**config.mk**
```make
export PLATFORM = sky130hd
export DESIGN_NAME = binary_to_gray_block
export DESIGN_NICKNAME = d
export VERILOG_FILES = /design/src/rtl/binary_to_gray_block_pkg.sv /design/src/rtl/binary_to_gray_block_gray_xor_core.sv /design/src/rtl/binary_to_gray_block.sv
export SDC_FILE = /design/constraint.sdc
export NUM_CORES = 1
export LEC_CHECK = 0
export BUFFER_PORTS_ARGS = -buffer_cell sky130_fd_sc_hd__buf_4
export CAP_MARGIN = 0
export CORE_AREA = 2 2 39 41
export CTS_CLUSTER_SIZE = 10
export DETAILED_ROUTE_END_ITERATION = 16
export DIE_AREA = 0 0 41 43
export SKIP_CTS_REPAIR_TIMING = 1
export SLEW_MARGIN = 20
export SYNTH_ARGS = -nofsm -noshare
export SYNTH_HDL_FRONTEND = slang
export SYNTH_SLANG_ARGS = --single-unit
```
**constraint.sdc**
```tcl
create_clock -name clk -period 1.25 [get_ports clk]
set_input_delay 0.1875 -clock clk [delete_from_list [all_inputs] [get_ports clk]]
set_output_delay 0.1875 -clock clk [all_outputs]
set_load 0.01 [all_outputs]
```
**src/rtl/binary_to_gray_block_pkg.sv**
```systemverilog
`default_nettype none
// ============================================================================
// Module   : binary_to_gray_block_pkg
// Purpose  : Shared constants and reference conversion functions for the
//            binary/Gray converter block.
// Revision : 1.0 - initial release
// ============================================================================
package binary_to_gray_block_pkg;

    localparam int c_DEFAULT_WIDTH = 3;
    localparam int c_MAX_WIDTH     = 32;

    localparam logic DIR_ENC = 1'b0;
    localparam logic DIR_DEC = 1'b1;

    // Operands are zero-extended to the maximum width; zero upper bits do
    // not disturb either conversion, so one function serves every WIDTH.
    function automatic logic [c_MAX_WIDTH-1:0] bin2gray(input logic [c_MAX_WIDTH-1:0] b);
        return b ^ (b >> 1);
    endfunction

    function automatic logic [c_MAX_WIDTH-1:0] gray2bin(input logic [c_MAX_WIDTH-1:0] g);
        logic [c_MAX_WIDTH-1:0] r;
        r[c_MAX_WIDTH-1] = g[c_MAX_WIDTH-1];
        for (int i = c_MAX_WIDTH - 2; i >= 0; i--) begin
            r[i] = r[i+1] ^ g[i];
        end
        return r;
    endfunction

endpackage
`default_nettype wire

```
**src/rtl/binary_to_gray_block_gray_xor_core.sv**
```systemverilog
`default_nettype none
// ============================================================================
// Module   : gray_xor_core
// Purpose  : Combinational binary-to-Gray encode / Gray-to-binary decode.
// Revision : 1.0 - initial release
// ============================================================================
module gray_xor_core
    import binary_to_gray_block_pkg::*;
#(
    parameter int WIDTH = c_DEFAULT_WIDTH
) (
    input  logic             dir,
    input  logic [WIDTH-1:0] word_in,
    output logic [WIDTH-1:0] word_out
);

    logic [WIDTH-1:0] w_enc;
    logic [WIDTH-1:0] w_dec;

    genvar i;
    generate
        for (i = 0; i < WIDTH; i++) begin : g_bit
            if (i == WIDTH - 1) begin : g_msb
                assign w_enc[i] = word_in[i];
            end else begin : g_lsb
                assign w_enc[i] = word_in[i] ^ word_in[i+1];
            end
            // Each decoded bit is the XOR of all Gray bits at or above it,
            // written as a reduction to keep the logic free of a bit chain.
            assign w_dec[i] = ^word_in[WIDTH-1:i];
        end
    endgenerate

    always_comb begin
        word_out = w_enc;
        if (dir == DIR_DEC) begin
            word_out = w_dec;
        end
    end

endmodule
`default_nettype wire

```
**src/rtl/binary_to_gray_block.sv**
```systemverilog
`default_nettype none
// ============================================================================
// Module   : binary_to_gray_block
// Purpose  : Registered, one-cycle-latency binary/Gray converter.
// Revision : 1.0 - initial release
// ============================================================================
module binary_to_gray_block
    import binary_to_gray_block_pkg::*;
#(
    parameter int WIDTH = c_DEFAULT_WIDTH
) (
    input  logic             clk,
    input  logic             rst,
    input  logic             in_valid,
    input  logic             dir,
    input  logic [WIDTH-1:0] binary,
    output logic [WIDTH-1:0] gray,
    output logic             out_valid
);

    logic [WIDTH-1:0] w_conv;
    logic [WIDTH-1:0] r_gray;
    logic             r_out_valid;

    gray_xor_core #(
        .WIDTH    (WIDTH)
    ) u_core (
        .dir      (dir),
        .word_in  (binary),
        .word_out (w_conv)
    );

    // Result register holds its value when no input is accepted.
    always_ff @(posedge clk or posedge rst) begin
        if (rst) begin
            r_gray      <= '0;
            r_out_valid <= 1'b0;
        end else begin
            r_out_valid <= in_valid;
            if (in_valid) begin
                r_gray <= w_conv;
            end
        end
    end

    assign gray      = r_gray;
    assign out_valid = r_out_valid;

endmodule
`default_nettype wire

```
==> results.py <==
metrics = {
    "status": {
        "status": "finished, final reports clean",
    },
    "timing": {
        "rsz0062_at_grt": "false",
        "hold_violations": 0,
        "fmax_ghz": 1.050,
        "fin_crit_ps": 952.4,
        "worst_pin_slew_ps": 156.2,
        "max_slew_margin": 0.8958,
        "finalSetupViolCount": 0,
        "timing.setup.tns_ps": 0,
        "finalMaxSlewViolations": 0,
        "post-route-period-util": 0.7619,
        "skew_ps": 0,
        "worst_slack_ps": 297.6,
    },
    "synth": {
        "syn_nets": 20,
        "synth_cell_type_count": 9,
        "synth_top_family_by_area": "multiplexers",
        "synth_seq_area_share": 0.5926,
        "synthCells": 13,
        "synth_xor_area_frac": 0.1556,
        "synth_mux_area_frac": 0.1556,
        "synth_warnings": 0,
        "yosys.area_share.simple": 0.04444,
        "synth_compound_area_frac": 0.02963,
        "avgSynthCellArea_um2": 12.99,
        "synth_fa_ha_area_frac": 0,
        "netlist_area_um2": 168.9,
        "synth-seq-cells": 4,
    },
    "finish": {
        "nNetsFinal": 36,
        "fillers": 154,
        "area_growth_pct": 75.56,
        "drive_above_1_share": 0.5556,
        "antenna_cells": 0,
    },
    "power": {
        "clockPowerShare": 0.401,
        "p_seq_frac": 0.391,
        "net-switching-power_mw": 0.09187,
        "swShare": 0.2311,
        "combPwrFrac": 0.209,
        "p_leak_nw": 0.1438,
        "vdd_drop_max_v": 0.0003426,
        "internal-power_mw": 0.3056,
        "p_per_area_nw_per_um2": 1340,
    },
    "critical_path": {
        "cp.arrival_ps": 760,
        "cpMaxStageDelayCell": "dfrtp_1",
        "cp_max_fo": 2,
        "cp.required_ps": 1060,
        "slowest_delay_ps": 380,
        "crit_type": "flop to output port",
        "cp-end-kind": "output port",
        "cp.buffers_inverters": 1,
        "start_kind": "flop",
        "crit_family": "flip-flops",
        "cp_cell_sequence": "buf_4",
        "critical_path_depth": 1,
        "reg2reg_depth": 1,
    },
    "floorplanning": {
        "rows": 14,
        "die_y_um": 43,
        "die_area_um2": 1763,
        "start_util": 0.1221,
        "num_io_pins": 11,
        "die_x_um": 41,
        "coreArea_um2": 1384,
    },
    "routing": {
        "wl_um": 363,
        "vias": 142,
        "first_pass_iters": 1,
        "routedWlPerCell_um": 8.442,
        "drc": 0,
        "drt_iter0_drc": 0,
        "ant_nets": 0,
        "vias_per_cell": 3.302,
    },
    "placement": {
        "dp_slack_ps": 286.5,
        "globalplace.congestion": 0.5517,
        "io_buffers": 10,
    },
    "clock_network": {
        "cts_buffer_depth": 2,
        "cts_tree": "done",
        "cts.sinks": 4,
        "clk_root_buffer_cell": "clkbuf_4",
        "h-tree-depth": 1,
        "cts_made_buffers": 3,
        "clk_pin_slew_worst_paths_ps": 40,
        "clkLatencyLatePin_ps": 230,
    },
    "global_route": {
        "antenna_found_initial": 0,
        "grt.overflow.total": 0,
        "track_usage": 0.05645,
        "grt_pass1_vias": 121,
        "grt_pass1_wl_um": 545,
        "grt_max_degree": 6,
    },
    "worst_hold_path": {
        "hold_class": "primary input to flop",
        "min_path_cells": 1,
    },
    "job": {
        "maxCapViolations": 0,
    },
}
==> through the flow <==
step / instance area (um2) / hold WS (ps) / instances / utilization / total power, mW
2_1_floorplan: 168.9 / -46.42 / 13 / - / 0.1907
3_3_place_gp: 264.0 / 82.66 / 39 / 0.1908 / 0.2367
3_5_place_dp: 264.0 / 85.46 / 39 / 0.1908 / 0.2381
4_1_cts: 286.5 / -171.6 / 42 / 0.2071 / 0.4077
5_1_grt: 296.5 / 100.3 / 43 / 0.2143 / 0.4274
6_report: 296.5 / 108.3 / 43 / 0.2143 / 0.3975
==> metal layers <==
layer,vias up,part of all wire,track usage
met5,-,0,0
li1,69,-,-
met3,0,0.20,0.08377
met2,13,0.30,0.03750
met4,0,0,0.04000
met1,60,0.50,0.07166
==> area by class of cell <==
type,instances,area (um2),area share
Tap cell,16,20.02,0.06751
Multi-Input combinational cell,8,65.06,0.2194
Inverter,1,3.754,0.01266
Sequential cell,4,100.1,0.3376
Clock buffer,3,22.52,0.07595
Timing Repair Buffer,11,85.08,0.2869
==> power groups by stage <==
stage          clock, mW  combinational, mW  sequential [mW]
2_1_floorplan          0             0.0287            0.162
3_3_place_gp           0             0.0805            0.156
3_5_place_dp           0             0.0812            0.157
4_1_cts            0.171             0.0813            0.155
5_1_grt            0.180             0.0910            0.156
6_report           0.159             0.0829            0.155
==> placed cells by master (no fill, tap or decap), drive strengths merged <==
| cell | instances |
|---|---|
| buf | 10 |
| mux2 | 2 |
| nor2 | 1 |
| clkbuf | 3 |
| dlygate4sd3 | 1 |
| nand2 | 1 |
| a21oi | 1 |
| xor2 | 1 |
| dfrtp | 4 |
| inv | 1 |
| xnor2 | 2 |
==> cells in the mapped netlist <==
cell type	count	area, um2
xor2_1	1	8.760
dfrtp_1	4	100.1
a21oi_1	1	5.000
mux2_2	1	11.26
nand2_1	1	3.750
inv_1	1	3.750
xnor2_1	2	17.52
nor2_1	1	3.750
mux2_4	1	15.01
==> cells by family (layout without fill, tap and decap cells) <==
kind of cell | count (synthesis) | count (layout)
compound gates | 1 | 1
xor+xnor | 3 | 3
buf+inv | 1 | 15
flops | 4 | 4
mux | 2 | 2
simple gates | 2 | 2
==> sequential cells by signal (all words and copies together), names as in the netlist <==
register	count
gray	3
out_valid	1
==> final timing paths <==
path	start	to	slack, ps
worst max-delay path	gray[1]	gray[1]	300
worst min-delay path	in_valid	out_valid	110
worst max register to register	gray[0]	gray[0]	480
worst min register to register	gray[2]	gray[2]	500
max in group asynchronous	rst	gray[0]	710
min in group asynchronous	rst	out_valid	390
Power figures use the tool's default switching activity.
